--- config.mk ---
export PLATFORM = sky130hd
export DESIGN_NAME = ircam_frame_ctrl
export DESIGN_NICKNAME = d
export VERILOG_FILES = /design/src/rtl/ircam_pkg.sv /design/src/rtl/ircam_bank_mgr.sv /design/src/rtl/ircam_frame_ctrl.sv
export SDC_FILE = /design/constraint.sdc
export NUM_CORES = 1
export LEC_CHECK = 0
export BUFFER_PORTS_ARGS = -buffer_cell sky130_fd_sc_hd__buf_2
export CAP_MARGIN = 5
export CORE_MARGIN = 3
export CORE_UTILIZATION = 30
export DETAILED_ROUTE_END_ITERATION = 8
export GPL_ROUTABILITY_DRIVEN = 0
export HOLD_SLACK_MARGIN = 0.06
export PLACE_DENSITY_LB_ADDON = 0.1
export SETUP_SLACK_MARGIN = 0.4
export SYNTH_ARGS = -nofsm -noshare
export SYNTH_HDL_FRONTEND = slang
export SYNTH_SLANG_ARGS = --single-unit
--- constraint.sdc ---
create_clock -name clk -period 2.07 [get_ports clk]
set_input_delay 0.5175 -clock clk [delete_from_list [all_inputs] [get_ports clk]]
set_output_delay 0.5175 -clock clk [all_outputs]
set_load 0.01 [all_outputs]
--- src/rtl/ircam_pkg.sv ---
// Shared types and defaults for the thermal-camera ping-pong frame buffer.
package ircam_pkg;

  localparam int FRAME_PIX_DEF = 768;
  localparam int ADDR_W_DEF    = 10;

  typedef logic bank_t;

  typedef enum logic {
    W_IDLE = 1'b0,
    W_FILL = 1'b1
  } wr_state_t;

endpackage

--- src/rtl/ircam_bank_mgr.sv ---
// Bank ownership: ready frame, reader claim/release, overwrite drops, and the
// writer's target bank for the next frame.
module ircam_bank_mgr
  import ircam_pkg::*;
(
  input  logic       clk,
  input  logic       rst_n,
  input  logic       sof_pick,
  input  logic       done_p1,
  input  logic       done_bank,
  input  logic       rd_start,
  input  logic       rd_done,
  output logic       frm_rdy,
  output logic       frm_bank,
  output logic       rd_busy,
  output logic       rd_bank,
  output logic [7:0] drop_cnt,
  output logic       tgt_bank
);

  bank_t last_bank;
  logic  busy_rel;
  logic  claim;
  logic  busy_nx;
  bank_t rdbank_nx;
  logic  rdy_eff;
  bank_t fbank_eff;
  bank_t last_eff;
  logic  drop;

  // Order within one edge: release, then claim, then frame completion, then
  // the writer's pick, so the pick always sees the reader's next-cycle bank.
  always_comb begin
    busy_rel  = rd_busy & ~rd_done;
    claim     = rd_start & frm_rdy & ~busy_rel;
    busy_nx   = busy_rel | claim;
    rdbank_nx = claim ? frm_bank : rd_bank;
    rdy_eff   = (frm_rdy & ~claim) | done_p1;
    fbank_eff = done_p1 ? done_bank : frm_bank;
    last_eff  = done_p1 ? done_bank : last_bank;
    if (busy_nx)
      tgt_bank = ~rdbank_nx;
    else if (rdy_eff)
      tgt_bank = ~fbank_eff;
    else
      tgt_bank = ~last_eff;
    drop = sof_pick & rdy_eff & (tgt_bank == fbank_eff);
  end

  always_ff @(posedge clk or negedge rst_n) begin
    if (!rst_n) begin
      frm_rdy   <= 1'b0;
      frm_bank  <= 1'b0;
      rd_busy   <= 1'b0;
      rd_bank   <= 1'b0;
      last_bank <= 1'b1;
      drop_cnt  <= 8'd0;
    end else begin
      frm_rdy   <= rdy_eff & ~drop;
      frm_bank  <= fbank_eff;
      rd_busy   <= busy_nx;
      rd_bank   <= rdbank_nx;
      last_bank <= last_eff;
      if (drop && drop_cnt != 8'hFF)
        drop_cnt <= drop_cnt + 8'd1;
    end
  end

endmodule

--- src/rtl/ircam_frame_ctrl.sv ---
// Ping-pong frame-buffer controller: writes camera frames into alternating
// banks and hands completed frames to one reader via claim/release.
module ircam_frame_ctrl
  import ircam_pkg::*;
#(
  parameter int FRAME_PIX = FRAME_PIX_DEF,
  parameter int ADDR_W    = ADDR_W_DEF
) (
  input  logic              clk,
  input  logic              rst_n,
  input  logic              cam_sof,
  input  logic              cam_vald,
  input  logic [7:0]        cam_data,
  output logic              wr_en,
  output logic              wr_bank,
  output logic [ADDR_W-1:0] wr_addr,
  output logic [7:0]        wr_data,
  output logic              frm_rdy,
  output logic              frm_bank,
  input  logic              rd_start,
  input  logic              rd_done,
  output logic              rd_busy,
  output logic              rd_bank,
  output logic [15:0]       frm_cnt,
  output logic [7:0]        drop_cnt,
  output logic              err_short
);

  wr_state_t         state, state_nx;
  logic [ADDR_W-1:0] pix_cnt, pix_nx;
  bank_t             cur_bank, bank_nx;
  logic              sof_pick;
  logic              fire;
  logic              last_wr;
  logic              err_nx;
  logic              done_p1;
  logic              tgt_bank;

  ircam_bank_mgr u_bank_mgr (
    .clk       (clk),
    .rst_n     (rst_n),
    .sof_pick  (sof_pick),
    .done_p1   (done_p1),
    .done_bank (cur_bank),
    .rd_start  (rd_start),
    .rd_done   (rd_done),
    .frm_rdy   (frm_rdy),
    .frm_bank  (frm_bank),
    .rd_busy   (rd_busy),
    .rd_bank   (rd_bank),
    .drop_cnt  (drop_cnt),
    .tgt_bank  (tgt_bank)
  );

  always_comb begin
    state_nx = state;
    pix_nx   = pix_cnt;
    bank_nx  = cur_bank;
    sof_pick = 1'b0;
    fire     = 1'b0;
    last_wr  = 1'b0;
    err_nx   = 1'b0;
    unique case (state)
      W_IDLE: begin
        if (cam_sof) begin
          sof_pick = 1'b1;
          bank_nx  = tgt_bank;
          pix_nx   = '0;
          state_nx = W_FILL;
        end
      end
      W_FILL: begin
        // A mid-frame header restarts the same bank; a coincident pixel is dropped.
        if (cam_sof) begin
          err_nx = 1'b1;
          pix_nx = '0;
        end else if (cam_vald) begin
          fire   = 1'b1;
          pix_nx = pix_cnt + ADDR_W'(1);
          if (pix_cnt == ADDR_W'(FRAME_PIX - 1)) begin
            last_wr  = 1'b1;
            pix_nx   = '0;
            state_nx = W_IDLE;
          end
        end
      end
      default: state_nx = W_IDLE;
    endcase
  end

  // Write stage p0 -> p1; completion is published one cycle after the last write.
  always_ff @(posedge clk or negedge rst_n) begin
    if (!rst_n) begin
      state     <= W_IDLE;
      pix_cnt   <= '0;
      cur_bank  <= 1'b0;
      wr_en     <= 1'b0;
      wr_bank   <= 1'b0;
      wr_addr   <= '0;
      wr_data   <= 8'd0;
      done_p1   <= 1'b0;
      frm_cnt   <= 16'd0;
      err_short <= 1'b0;
    end else begin
      state     <= state_nx;
      pix_cnt   <= pix_nx;
      cur_bank  <= bank_nx;
      wr_en     <= fire;
      if (fire) begin
        wr_bank <= cur_bank;
        wr_addr <= pix_cnt;
        wr_data <= cam_data;
      end
      done_p1   <= last_wr;
      frm_cnt   <= frm_cnt + {15'd0, done_p1};
      err_short <= err_nx;
    end
  end

endmodule

Word-level counts from Yosys, hierarchy flattened
Cells that the tools add are included.
{"block": "totals", "regBits": 63, "output_inout_bits": 49, "wordCells": 68, "input_bits": 14}
{"block": "classes", "n_addsub": 3, "reduce_logical": 3, "bitwise": 17, "n_eq_ne": 5, "mux": 24}
{"operator": "10-bit two-way mux", "count": 4}
{"operator": "10-bit one-hot mux with 2 select lines", "count": 1}
{"operator": "1-bit two-way mux", "count": 18}
{"operator": "16-bit by 1-bit adder with 16-bit output", "count": 1}
{"operator": "10-bit by 1-bit adder with 10-bit output, second input constant", "count": 1}
{"operator": "10-bit == test, second input constant", "count": 1}
{"operator": "8-bit by 1-bit adder with 8-bit output, second input constant", "count": 1}
{"operator": "8-bit inequality test, second input constant", "count": 1}
{"operator": "1-bit NOT", "count": 8}
{"operator": "1-bit AND", "count": 7}
{"operator": "2-bit AND reduction", "count": 2}
{"operator": "3-bit inequality test, second input constant", "count": 1}
{"operator": "2-bit inequality test, second input constant", "count": 1}
{"operator": "1-bit OR", "count": 2}
{"operator": "1-bit one-hot mux with 2 select lines", "count": 1}
{"operator": "1-bit == test", "count": 1}
{"operator": "1-bit logical AND", "count": 1}

Logic depth before layout (Yosys ltp)
{"block": "depth", "depth_word": 13, "mapped_depth": 8}

Hierarchy
Synthesis repeated with hierarchy kept, for this count alone.
{"block": "hier_totals", "cells_unflattened": 263, "hier_area_um2": 2772.7}
{"module": "ircam_frame_ctrl", "area_per_inst_um2": 2108.3, "n_inst": 1, "cells_each": 204}
{"module": "ircam_bank_mgr", "area_per_inst_um2": 664.4, "n_inst": 1, "cells_each": 59}

Worst setup path before layout
Ideal clock, no wire load.
{"block": "synth_timing", "path_kind": "flip-flop to flip-flop", "from": "reg u_bank_mgr.last_bank", "to": "reg u_bank_mgr.drop_cnt[6]", "stages_incl_launch_ff": 6, "period_less_slack_ps": 1962, "path_buffers": 0, "path_slack_ps": 108, "required_ps": 1983, "arrival_ps": 1875, "setup_ps": 87, "path_cell_list": "dfstp_2 -> or3b_1 -> a311oi_2 -> mux2i_2 -> or4_1 -> o211ai_1"}
{"block": "synth_via", "elab_chain_len": 7}
{"item": "from (decl)", "line_no": "ircam_bank_mgr.sv:21", "source": "bank_t last_bank;"}
{"item": "from (signal assigned)", "line_no": "ircam_bank_mgr.sv:63", "source": "last_bank <= last_eff;"}
{"item": "1-bit two-way mux", "line_no": "ircam_bank_mgr.sv:40", "source": "last_eff = done_p1 ? done_bank : last_bank;"}
{"item": "1-bit NOT", "line_no": "ircam_bank_mgr.sv:46", "source": "tgt_bank = ~last_eff;"}
{"item": "1-bit two-way mux", "line_no": "ircam_bank_mgr.sv:43", "source": "else if (rdy_eff)"}
{"item": "1-bit two-way mux", "line_no": "ircam_bank_mgr.sv:41", "source": "if (busy_nx)"}
{"item": "1-bit == test", "line_no": "ircam_bank_mgr.sv:47", "source": "drop = sof_pick & rdy_eff & (tgt_bank == fbank_eff);"}
{"item": "1-bit AND", "line_no": "ircam_bank_mgr.sv:47"}
{"item": "1-bit logical AND", "line_no": "ircam_bank_mgr.sv:64", "source": "if (drop && drop_cnt != 8'hFF)"}
{"item": "to (signal assigned)", "line_no": "ircam_bank_mgr.sv:65", "source": "drop_cnt <= drop_cnt + 8'd1;"}
{"item": "to (decl)", "line_no": "ircam_bank_mgr.sv:17", "source": "output logic [7:0] drop_cnt,"}
No other way between the ends.
A chain may end at the register's enable or synchronous reset.

Worst setup path after layout
{"block": "layout_timing", "from": "reg u_bank_mgr.last_bank", "to": "reg u_bank_mgr.drop_cnt[1]"}
Same word-level chain as after synthesis.

==> results.txt <==
- Outcome: complete, no violations
* CP Data Arrival Time: 2.18 ns
* Share of the core filled with cells: 41.7%
- Registers take 0.00158 mm^2.
* Layer with the highest usage after global routing: met2
- In this run, the clock network consumes 41.3% of the power.
- Number of top-level pins: 63
- Net switching is 23.6% of the power.
* Multi-input gate area: 0.00123 mm^2
* Maximum vdd ir drop: 0.000299 V
- Crit path buffers/inverters: 0
- The routed layout has 2124 vias.
- The worst setup path is of the flop to flop kind.
- The number of pins with negative max-slew slack in the final report was 0.
- Total global routing overflow: 0
- The number of global-route vias before repair came to 2199.
- The total area inside the core boundary comes to 0.00846 mm^2.
* Unrepaired setup endpoints after global routing: yes
- Critical Path Slowest Stage Cell: sky130_fd_sc_hd__dfstp_2
* DR DRC count: 0
- Required @ worst endpoint: 2.28 ns
* Cell at the root of the clock tree: sky130_fd_sc_hd__clkbuf_8
- Cell-internal power: 1880 uW
- For this run, the detailed router's first-pass iteration total came to 4.
- Of all flip-flops after synthesis, the portion carrying an async set or reset was 100%.
- The area growth from synthesis to layout is 31.2%.
- Combinational Power Share: 6.4%
* Maximum number of pins on one net before global-route repair: 64
- P_leak: 0.00185 uW
- Sequential elements use 58.7% of the synthesized area.
- Effective utilization at floorplan: 31.8%
- The H-tree was split into 3 levels.
- The later pin in the worst-skew pair is clocked with a latency of 0.34 ns.
- Post-synthesis instance area: 0.00269 mm^2
- The worst setup path is captured at a flop.
- Overall routed net length: 6160 um
* Detailed placer's ending HPWL: 4050 um
* Clock period minus final worst setup slack: 1.97 ns
- Slowest stage delay, CP: 0.53 ns
- Sequential cells burn 52.3% of the power.
- Mean instance size in the synthesized netlist: 10.2 um^2
- Counting flops with a built-in enable in the synthesized netlist gives 0.
- Die Y-Extent: 101 um
- Input and output buffers added on the ports amount to 62.
- The critical path goes through or3b_4 -> a311oi_4 -> mux2i_4 -> nor2_2 -> mux2_4.
* Worst Clk Skew: 0.00822 ns
- After clock tree synthesis, the clock-pin slew on the worst setup and hold paths is 0.07 ns.
- Layout cell share with drive strength beyond 1: 32.3%
- Gate Count Post-Synth: 263
- Hold repair after CTS inserted 0 buffers.
- In this run, synthesis produced a sequential element count of 63.
- Dividing the final minimum period by the clock period gives 95.2%.
- In the global route stage, met1 resource usage came out at 17.5%.
- Net switching power: 582 uW
- Die Wd: 101 um
- Using the TritonRoute via totals, the vias-per-cell ratio works out to 4.73.
* FP Rows: 33
- STA classifies the critical path startpoint as a flop.
- Die Area: 0.0101 mm^2
- Antenna violations before repair: 0
* Post-synth net total: 281
- The repair_antennas step left the layout with diodes totalling 0.
* Highest achievable clock rate: 0.508 GHz
* Detailed-route wire length per cell: 13.7 um
- Total clock buffers created by CTS: 9
- Met2 routing resource usage after global routing: 20.5%
- Across the run, the number of max-cap violations was 0.
- Highest net fanout along the worst path: 5
- Setup violators final: 0
- The most used flip-flop cell after synthesis is sky130_fd_sc_hd__dfrtp_1.
* Post-route setup TNS: 0 ns
- Final-report hold violation count: 0
* GR Layer Usage met3: 3.39%
- Number of antenna-violating nets in the routed design: 0
- In this run the deepest clock path goes through 2 buffers.
* Setup WS post-layout: 0.100 ns
- Total global routing track utilization: 13.4%
- Worst Tran Pin Value: 0.565 ns
* First-iteration detailed-routing DRC count: 54
* Count of nets after finishing: 359
- Worst setup slack before clock tree synthesis: 0.0180 ns
* Worst relative slew slack: 62.3%
- On the critical path the largest part of the delay comes from simple AND/OR/NAND/NOR gates.
- Clock Sink Count: 63
* Pwr per Cell Area: 699 mW/mm^2
* Wire length of the first global-routing pass: 10700 um
* Class of the most critical hold timing path: input pin to asynchronous set/reset pin
- For this run, the number of Yosys warnings is 0.
* Commonest non-fill, non-tap cell in the layout: sky130_fd_sc_hd__nand2_1
- Commonest cells after routing, fill and taps aside: 77 x sky130_fd_sc_hd__nand2_1, 62 x sky130_fd_sc_hd__buf_2, 60 x sky130_fd_sc_hd__dfrtp_1, 13 x sky130_fd_sc_hd__clkbuf_8, 12 x sky130_fd_sc_hd__nand3_1
* CTS tree: done
* Unique masters post-synth: 39
- Filler Cells Inserted: 849
[synthesized netlist by cell type (2+ instances only)]
cell	count	share of area, %
sky130_fd_sc_hd__nor2b_1	2	0.47
sky130_fd_sc_hd__inv_1	2	0.28
sky130_fd_sc_hd__dfrtp_1	62	58
sky130_fd_sc_hd__clkbuf_1	5	0.70
sky130_fd_sc_hd__and3_1	3	0.70
sky130_fd_sc_hd__nand4_1	5	1.2
sky130_fd_sc_hd__xor2_1	11	3.6
sky130_fd_sc_hd__nor3_1	5	0.93
sky130_fd_sc_hd__nand2_1	77	11
sky130_fd_sc_hd__a21oi_1	2	0.37
sky130_fd_sc_hd__nand3_1	13	2.4
sky130_fd_sc_hd__ha_1	4	1.9
sky130_fd_sc_hd__and2_1	4	0.93
sky130_fd_sc_hd__nor2_1	14	2.0
sky130_fd_sc_hd__nand2b_1	2	0.47
sky130_fd_sc_hd__o31ai_1	2	0.56
sky130_fd_sc_hd__mux2i_1	2	0.74
sky130_fd_sc_hd__xnor2_1	11	3.6
sky130_fd_sc_hd__nor4_1	2	0.47
sky130_fd_sc_hd__mux2_2	4	1.7
sky130_fd_sc_hd__o21ai_0	13	2.4
[path summary, 6_finish.rpt]
kind | start | end | slack, ns | cells past startpoint
worst max register to register | u_bank_mgr.last_bank | u_bank_mgr.drop_cnt[1] | 0.10 | 5
worst min-delay path | rst_n | frm_cnt[8] | 0.20 | 2
min in group clk | cam_data[7] | wr_data[7] | 0.37 | 3
max in group asynchronous | rst_n | u_bank_mgr.last_bank | 1.57 | 2
worst max-delay path | u_bank_mgr.last_bank | u_bank_mgr.drop_cnt[1] | 0.10 | 5
worst min register to register | wr_bank | wr_bank | 0.47 | 2
[through the flow]
step	power, uW	cell area, um^2	hold slack [ns]	cells
floorplan	1370	2710	0.222	263
global placement	1470	3190	0.455	431
detailed placement	1470	3190	0.457	431
CTS	2500	3450	0.200	448
global route	2580	3530	0.226	449
finish	2460	3530	0.198	449
[power groups by stage]
stage               logic [uW]  registers [uW]  clock network, uW
floorplan                 47.5            1320                  0
global placement           156            1310                  0
detailed placement         159            1310                  0
CTS                        159            1290               1050
global route               182            1300               1100
finish                     157            1290               1020
[layer usage]
layer,wire (um),part of all wire [%]
met5,0,0
met4,119,1.9
met3,353,5.7
met2,2760,45
met1,2920,47
[layout make-up]
| class | instances | area share, % |
|---|---|---|
| Timing Repair Buffer | 71 | 11.2 |
| Multi-Input combinational cell | 194 | 34.9 |
| Clock buffer | 14 | 5.18 |
| Tap cell | 105 | 3.72 |
| Sequential cell | 63 | 44.8 |
| Inverter | 2 | 0.213 |
[flip-flops by register name, summed over array words and instances, names as in the netlist, 8 cells and up]
register and flops:
u_bank_mgr.drop_cnt 8, pix_cnt 10, frm_cnt 16, wr_data 8, wr_addr 10
[cell families after synthesis]
logic type	synth area share, %
buffers and inverters	0.977
multiplexers	2.93
flip-flops	58.7
AND/OR/NAND/NOR	22.5
adder cells (fa/ha/maj)	1.86
XOR/XNOR	7.17
AO/OA/AOI/OAI	5.86
[repair_timing]
item,CTS,global route
hold endpoints to repair,0,0
setup endpoints to repair,10,17
pin swaps,4,1
cloned,1,0
resized for setup,7,17
buffers inserted,2,1
Note: power is estimated with default switching activity, not from simulation.
